--- config.mk ---
export PLATFORM = sky130hd
export DESIGN_NAME = compress_handler
export DESIGN_NICKNAME = d
export VERILOG_FILES = /design/src/rtl/compress_handler.sv
export SDC_FILE = /design/constraint.sdc
export NUM_CORES = 1
export LEC_CHECK = 0
export ABC_AREA = 1
export CAP_MARGIN = 25
export CORE_MARGIN = 2
export CORE_UTILIZATION = 41
export DETAILED_ROUTE_END_ITERATION = 8
export SLEW_MARGIN = 25
export SYNTH_ARGS = -nofsm -noshare
export SYNTH_HDL_FRONTEND = slang
export SYNTH_SLANG_ARGS = --single-unit
--- constraint.sdc ---
create_clock -name clk -period 6.9 [get_ports clk]
set_input_delay 0.69 -clock clk [delete_from_list [all_inputs] [get_ports clk]]
set_output_delay 0.69 -clock clk [all_outputs]
set_load 0.02 [all_outputs]
--- src/rtl/compress_handler.sv ---
`default_nettype none
// ============================================================================
// Module : compress_handler
// Run-length encoder: reads an MSB-first bit stream from RAM, emits {value,len}.
// Rev    : 1.0
// ============================================================================
module compress_handler #(
   parameter int MAX_RUN = 127,
   parameter int RD_LAT  = 1
) (
   input  logic        clk,
   input  logic        RST,
   input  logic        start,
   input  logic [15:0] byteIndx,
   input  logic [2:0]  bitIndx,
   input  logic [31:0] num_bits,
   output logic [15:0] ramAddress,
   output logic        read_signal,
   input  logic [7:0]  ramDataOut,
   output logic [7:0]  code_out,
   output logic        code_valid,
   input  logic        code_ready,
   output logic        busy,
   output logic        done,
   output logic [15:0] code_count
);
   localparam int               CNT_W    = (RD_LAT > 1) ? $clog2(RD_LAT) : 1;
   localparam logic [CNT_W-1:0] LAT_LAST = CNT_W'(RD_LAT - 1);
   localparam logic [6:0]       RUN_MAX  = 7'(MAX_RUN);

   typedef enum logic [2:0] {
      IDLE  = 3'd0,
      FETCH = 3'd1,
      SCAN  = 3'd2,
      EMIT  = 3'd3,
      FIN   = 3'd4
   } state_t;

   state_t           state;
   logic [15:0]      addr;
   logic [2:0]       bit_pos;
   logic [31:0]      bits_left;
   logic [7:0]       byte_reg;
   logic [6:0]       run_len;
   logic             cur_val;
   logic             last;
   logic [CNT_W-1:0] lat_cnt;

   logic        cur_bit;
   logic        take;
   logic [15:0] addr_next;
   logic [6:0]  run_inc;

   assign cur_bit   = byte_reg[bit_pos];
   assign take      = (run_len == 7'd0) || ((cur_bit == cur_val) && (run_len < RUN_MAX));
   assign addr_next = addr + 16'd1;
   assign run_inc   = run_len + 7'd1;

   always_ff @(posedge clk or posedge RST) begin
      if (RST) begin
         state       <= IDLE;
         addr        <= 16'd0;
         bit_pos     <= 3'd0;
         bits_left   <= 32'd0;
         byte_reg    <= 8'd0;
         run_len     <= 7'd0;
         cur_val     <= 1'b0;
         last        <= 1'b0;
         lat_cnt     <= '0;
         ramAddress  <= 16'd0;
         read_signal <= 1'b0;
         code_out    <= 8'd0;
         code_valid  <= 1'b0;
         busy        <= 1'b0;
         done        <= 1'b0;
         code_count  <= 16'd0;
      end else begin
         done <= 1'b0;
         case (state)
            IDLE: begin
               if (start) begin
                  busy       <= 1'b1;
                  code_count <= 16'd0;
                  run_len    <= 7'd0;
                  last       <= 1'b0;
                  if (num_bits == 32'd0) begin
                     state <= FIN;
                  end else begin
                     addr        <= byteIndx;
                     bit_pos     <= bitIndx;
                     bits_left   <= num_bits;
                     ramAddress  <= byteIndx;
                     read_signal <= 1'b1;
                     lat_cnt     <= '0;
                     state       <= FETCH;
                  end
               end
            end
            FETCH: begin
               if (lat_cnt == LAT_LAST) begin
                  byte_reg    <= ramDataOut;
                  read_signal <= 1'b0;
                  state       <= SCAN;
               end else begin
                  lat_cnt <= lat_cnt + CNT_W'(1);
               end
            end
            SCAN: begin
               if (take) begin
                  if (run_len == 7'd0)
                     cur_val <= cur_bit;
                  run_len   <= run_inc;
                  bits_left <= bits_left - 32'd1;
                  if (bit_pos == 3'd0) begin
                     bit_pos <= 3'd7;
                     addr    <= addr_next;
                  end else begin
                     bit_pos <= bit_pos - 3'd1;
                  end
                  // The final bit closes the run even if the byte is not finished.
                  if (bits_left == 32'd1) begin
                     code_out   <= {cur_bit, run_inc};
                     code_valid <= 1'b1;
                     last       <= 1'b1;
                     state      <= EMIT;
                  end else if (bit_pos == 3'd0) begin
                     ramAddress  <= addr_next;
                     read_signal <= 1'b1;
                     lat_cnt     <= '0;
                     state       <= FETCH;
                  end
               end else begin
                  code_out   <= {cur_val, run_len};
                  code_valid <= 1'b1;
                  last       <= 1'b0;
                  state      <= EMIT;
               end
            end
            EMIT: begin
               if (code_ready) begin
                  code_valid <= 1'b0;
                  code_count <= code_count + 16'd1;
                  run_len    <= 7'd0;
                  state      <= last ? FIN : SCAN;
               end
            end
            FIN: begin
               done  <= 1'b1;
               busy  <= 1'b0;
               state <= IDLE;
            end
            default: state <= IDLE;
         endcase
      end
   end
endmodule
`default_nettype wire

==> run summary, run 1 <==
- leakage power: 0.00419 µW
- part of the power in combinational logic: 47.5%
- number of global-route vias before repair: 6322
- count of cells resized by post-cts repair: 0
- Reg clk slew, reported paths: 50 ps
- final setup fails: 0
- accumulated negative setup slack: 0 ps
- type of the most critical hold path: flop to flop
- Fillers: 1714
- wire length reported by the detailed router: 18.3 mm
- number of enable flip-flop cells after synthesis: 0
- number of max-cap violations: 0
- wire length per cell: 13.5 µm
- relative contribution of the clock network to total power: 22.6%
- weighted congestion at the end of routability-driven global placement: 0.823
- max_slew headroom: 42.3%
- count of non-filler cells in the finished layout: 1348
- Arrival @ worst endpoint: 2980 ps
- share of synthesized area occupied by flip-flops and latches: 40.9%
- residual antenna-violating net count after detailed routing: 0
- DIE HEIGHT: 135 µm
- initial detailed-routing violation count: 340
- total routing usage reported by global routing: 20.8%
- final net count: 1186
- Highest Clock Rate: 380 MHz
- flip-flop count of the largest register after layout: 32
- first-pass GRT wire length: 30.4 mm
- Setup Buffers After CTS: 0
- hold buffer count at cts: 0
- die width: 135 µm
- Placeable Area: 0.0167 mm²
- FF-to-FF Start: state[0]
- critical-path maximum fanout: 37
- H-tree lvl count: 4
- Clk Tree Root Cell: clkbuf_16
- worst-case vdd ir drop: 0.233 mV
- Avg Inst Size Synth: 6.93 µm²
- total via count after detailed routing: 6759
- register bit total from synthesis: 115
- total of buffers placed on input and output ports: 106
- clock insertion delay at the later pin of the skew report: 420 ps
- antenna violations before repair: 0
- number of remaining DRC errors: 0
- number of instances in the placed design: 1316
- category of the worst setup path capture point: flop
- pin count of the biggest net entering global routing: 69
- Flop pwr share: 29.9%
- CTS tree: yes
- number of cell rows: 47
- Final HPWL DP: 13.1 mm
- Max Transition Viols Final: 0
- net switching fraction of the power: 45.6%
- most common cell after layout, fill and taps aside: nand2_1
- cell-internal power: 2140 µW
- worst setup path start: state[0]
- Via-to-Cell Ratio: 5.01
- effective utilization at floorplan: 42.1%
- Post-Route Skew: 8.74 ps
- critical path type: flop to flop
- final worst path period need: 2630 ps
- Area growth syn-to-layout: 25.3%
- pre-CTS setup slack: 3930 ps
- layout cells sized above 1: 5.67%
- GRT Residual Overflow: 0
- sw power: 1790 µW
- ratio of final minimum period to clock period: 38.1%
- unrepaired setup endpoints after global routing: no
- overall die area: 0.0182 mm²
- Post-Syn Instances: 1016
- number of buffers between clock root and the deepest sink: 2
- worst path setup slack after routing: 4270 ps
- Worst Max-Slew Pin Slew: 865 ps
- power density over the cells: 446 mW/mm²
- async set or reset register ratio after synthesis: 100%
- most flop-heavy register: bits_left
- post-synthesis net count: 1087
- hold violation count in the final report: 0
- Netlist cell types: 39
- required time at the worst-slack endpoint: 7250 ps
- CTS sink count: 115
- startpoint of the lowest-slack hold path: ramAddress[2]
- status: complete, no violations
- count of synthesis-stage warnings from yosys: 0
- I/O pins: 107
- area of the mapped netlist: 0.00704 mm²
- number of buffers created by CTS: 17
- startpoint type of the worst setup path: flop
- Top FF cell, synth: dfrtp_1
- number of antenna repair diodes: 0
- TritonRoute pass-1 iters: 5
- commonest cells after routing, fill and taps aside: 328 x nand2_1, 115 x dfrtp_1, 107 x inv_1
final cells by class:
| type | count | area (µm²) | share of cell area, % |
|---|---|---|---|
| clock buffers | 22 | 454 | 5.15 |
| clock inverters | 10 | 133 | 1.50 |
| inverters | 118 | 448 | 5.08 |
| multi-input cells | 755 | 3560 | 40.3 |
| flip-flops and latches | 115 | 2880 | 32.6 |
| well taps | 220 | 275 | 3.12 |
| repair buffers | 108 | 1080 | 12.2 |
per-stage QoR:
stage | total power [µW] | cell area, µm² | hold WS, ps | util (%)
floorplan | 2550 | 7040 | 467 | -
global placement | 3030 | 8230 | 458 | 49.3
detailed placement | 3060 | 8230 | 463 | 49.3
CTS | 3960 | 8820 | 477 | 52.8
global route | 4270 | 8820 | 498 | 52.8
finish | 3930 | 8820 | 469 | 52.8
final timing paths:
kind	endpoint	slack [ps]	cells past startpoint
min in group asynchronous	ramAddress[12]	710	2
max in group asynchronous	bits_left[27]	4870	3
min reg2reg	ramAddress[2]	470	2
min	ramAddress[2]	470	2
max reg2reg	ramAddress[3]	4270	10
max	ramAddress[3]	4270	10
kinds of logic after synthesis:
family                   synth area share (%)
AND/OR/NAND/NOR                          36.2
buffers and inverters                    8.67
adder cells (fa/ha/maj)                  1.42
XOR/XNOR                                 2.86
flip-flops                               40.9
AO/OA/AOI/OAI                            9.92
worst max-delay path: stages (launching register included):
cell and delay, ps:
dfrtp_1 410, nor2_2 240, inv_2 80, nor2_4 580, buf_4 470, nand2_1 160, nand2_1 100, nor2_2 150
nand2_4 210, nand2_1 80, nand2_1 60
layer usage:
layer,vias to the layer above,wire [µm],GRT usage (%)
met2,129,8450,34.0
met3,19,704,3.57
li1,3470,-,-
met5,-,0,0
met1,3141,8860,28.5
met4,0,246,6.42
cells in the mapped netlist (2+ instances only):
cell	n	area, µm²
nand3b_1	3	22.5
o31ai_1	5	37.5
nor3b_1	2	15.0
inv_2	9	33.8
nor3_1	21	105
nor2_1	105	394
inv_1	108	405
xor2_1	18	158
nor4_1	5	31.3
buf_6	3	33.8
dfrtp_1	115	2880
and3_1	2	12.5
nor2_2	4	25.0
o21ai_1	33	165
nor3_2	3	30.0
a21oi_1	23	115
or2_2	3	18.8
a31oi_1	5	31.3
nand3_4	2	35.0
ha_1	8	100
nand3_1	81	405
nand2_4	2	22.5
nand4_1	18	113
o21ai_0	67	335
buf_4	6	45.0
nand2_1	328	1230
xnor2_1	5	43.8
nand2_2	4	25.0
clkbuf_1	7	26.3
buf_2	12	60.1
power by group through the flow:
stage               Clock, µW  Sequential [µW]  Combinational (µW)
CTS                       901             1170                1880
finish                    888             1170                1870
global route              927             1210                2130
global placement            0             1180                1860
detailed placement          0             1180                1880
floorplan                   0             1200                1350
Power figures use the tool's default switching activity.
==> run 2, diff against run 1 <==
- PLACE_DENSITY: unset -> 0.66
- clock period: 6.9 -> 2.39 ns (I/O delays scaled with it)
==> run 2 against run 1 <==
Register-to-register slack worse by 4000 ps. Hold slack worse by 340 ps. Clock skew increased by 2.0 ps. Sequential share of layout area shrank 0.93 points. Non-clock buffer count is 18 higher. Total power increased to 3.0 times the previous value. Fmax increased by 22%. Critical path depth rose by 4. Via count increased by 1.3%. Die area did not move.
==> run summary, run 2 (synthesis gave the netlist of run 1 again) <==
- status: complete, no violations, unchanged
- number of global-route vias before repair: 6378, was 6322
- initial detailed-routing violation count: 392, was 340
- Clk Tree Root Cell: clkbuf_16, unchanged
- layout cells sized above 1: 7.59%, was 5.67%
- total of buffers placed on input and output ports: 106, unchanged
- Final HPWL DP: 13.3 mm, was 13.1 mm
- overall die area: 0.0182 mm², unchanged
- weighted congestion at the end of routability-driven global placement: 0.887, was 0.823
- power density over the cells: 1300 mW/mm², was 446 mW/mm²
- most flop-heavy register: bits_left, unchanged
- die width: 135 µm, unchanged
- wire length reported by the detailed router: 18.2 mm, was 18.3 mm
- final worst path period need: 2160 ps, was 2630 ps
- worst-case vdd ir drop: 0.672 mV, was 0.233 mV
- critical path type: flop to flop, unchanged
- Worst Max-Slew Pin Slew: 676 ps, was 865 ps
- number of cell rows: 47, unchanged
- Fillers: 1662, was 1714
- number of antenna repair diodes: 0, unchanged
- met1 track demand over resource: 29.0%, was 28.5%
- DIE HEIGHT: 135 µm, unchanged
- first-pass GRT wire length: 30.7 mm, was 30.4 mm
- wire length per cell: 13.3 µm, was 13.5 µm
- leakage power: 0.00430 µW, was 0.00419 µW
- Area growth syn-to-layout: 29.0%, was 25.3%
- ratio of final minimum period to clock period: 90.3%, was 38.1%
- Post-Route Hold Slack: 127 ps, was 469 ps
- number of remaining DRC errors: 0, unchanged
- final setup fails: 0, unchanged
- I/O pins: 107, unchanged
- startpoint type of the worst setup path: flop, unchanged
- residual antenna-violating net count after detailed routing: 0, unchanged
- commonest cells after routing, fill and taps aside: 328 x nand2_1, 115 x dfrtp_1, 107 x inv_1, unchanged
- unrepaired setup endpoints after global routing: no, unchanged
- GRT met2 Usage: 33.4%, was 34.0%
- total routing usage reported by global routing: 21.0%, was 20.8%
- accumulated negative setup slack: 0 ps, unchanged
- hold violation count in the final report: 0, unchanged
- H-tree lvl count: 4, unchanged
- area of combinational cells with multiple inputs: 0.00356 mm², about the same
- most congested layer reported by global routing: met2, unchanged
- type of the most critical hold path: input port to async pin, was flop to flop
- number of max-cap violations: 0, unchanged
- number of buffers created by CTS: 17, unchanged
- critical-path maximum fanout: 10, was 37
- Max Transition Viols Final: 0, unchanged
- category of the worst setup path capture point: flop, unchanged
- CTS tree: yes, unchanged
- CTS sink count: 115, unchanged
- flip-flop count of the largest register after layout: 32, unchanged
- effective utilization at floorplan: 42.1%, unchanged
- clock insertion delay at the later pin of the skew report: 420 ps, about the same
- TritonRoute pass-1 iters: 5, unchanged
- worst setup path start: bit_pos[0], was state[0]
- Placeable Area: 0.0167 mm², unchanged
- most common cell after layout, fill and taps aside: nand2_1, unchanged
- number of buffers between clock root and the deepest sink: 2, unchanged
- final net count: 1204, was 1186
- max_slew headroom: 54.9%, was 42.3%
- GRT Residual Overflow: 0, unchanged
- met3 Usage GRT: 3.57%, unchanged
- Highest Clock Rate: 463 MHz, was 380 MHz
- hold buffer count at cts: 0, unchanged
- Arrival @ worst endpoint: 2460 ps, was 2980 ps
- pin count of the biggest net entering global routing: 65, was 69
- total via count after detailed routing: 6845, was 6759
- FF-to-FF Start: bit_pos[0], was state[0]
- Post-Route Skew: 10.8 ps, was 8.74 ps
- Via-to-Cell Ratio: 5.01, about the same
- antenna violations before repair: 0, unchanged
- register cell area after layout: 0.00288 mm², unchanged
- required time at the worst-slack endpoint: 2700 ps, was 7250 ps
- Reg clk slew, reported paths: 60 ps, was 50 ps
run 2: final timing paths:
path                                      end  slack, ps  depth (start not counted)
worst min register to register  ramAddress[7]        470                          2
min in group clk                  byte_reg[0]        400                          3
worst max-delay path               run_len[3]        230                         14
worst max register to register     run_len[3]        230                         14
max in group asynchronous       bits_left[15]       1670                          3
worst min-delay path              byte_reg[2]        130                          2
run 2: power breakdown:
part | switching, µW | internal, µW | total [µW]
Combinational | 3640 | 2040 | 5680
Clock | 940 | 1830 | 2770
Sequential | 665 | 2720 | 3390
run 2: per-stage QoR:
step	total power (µW)	util [%]	instance area [µm²]	cells	setup WS, ps
final	11800	54.4	9080	1366	231
after global routing	12900	54.4	9080	1366	9.64
after CTS	11800	54.2	9040	1365	132
after detailed placement	9010	50.3	8400	1333	-30.3
after global placement	8910	50.3	8400	1333	-6.31
after floorplan	7370	-	7040	1016	623
run 2: layout make-up:
| type | instances | area share (%) |
|---|---|---|
| well taps | 220 | 3.03 |
| multi-input cells | 755 | 39.2 |
| clock inverters | 12 | 1.96 |
| inverters | 118 | 5.00 |
| repair buffers | 126 | 13.9 |
| clock buffers | 20 | 5.14 |
| flip-flops and latches | 115 | 31.7 |
run 2: what timing repair did:
action / CTS / global route
setup endpoints to repair: 0 / 54
resized for setup: 0 / 4
buffers inserted: 0 / 1
run 2: metal layers:
metal | part of all wire [%] | vias up
li1 | - | 3502
met1 | 48 | 3159
met2 | 46 | 164
met3 | 3.9 | 20
met4 | 2.0 | 0
met5 | 0 | -
run 2: critical path, stage by stage, from the launching register on:
cell	delay, ps
dfrtp_1	440
inv_2	150
nand2_1	80
nand3_1	80
nand3_1	150
nand2_1	160
nand2_1	70
nand2_2	70
nand2_4	70
nand3_4	80
nand2_1	110
inv_2	200
nand2_1	210
nand2_1	100
nand2_1	50
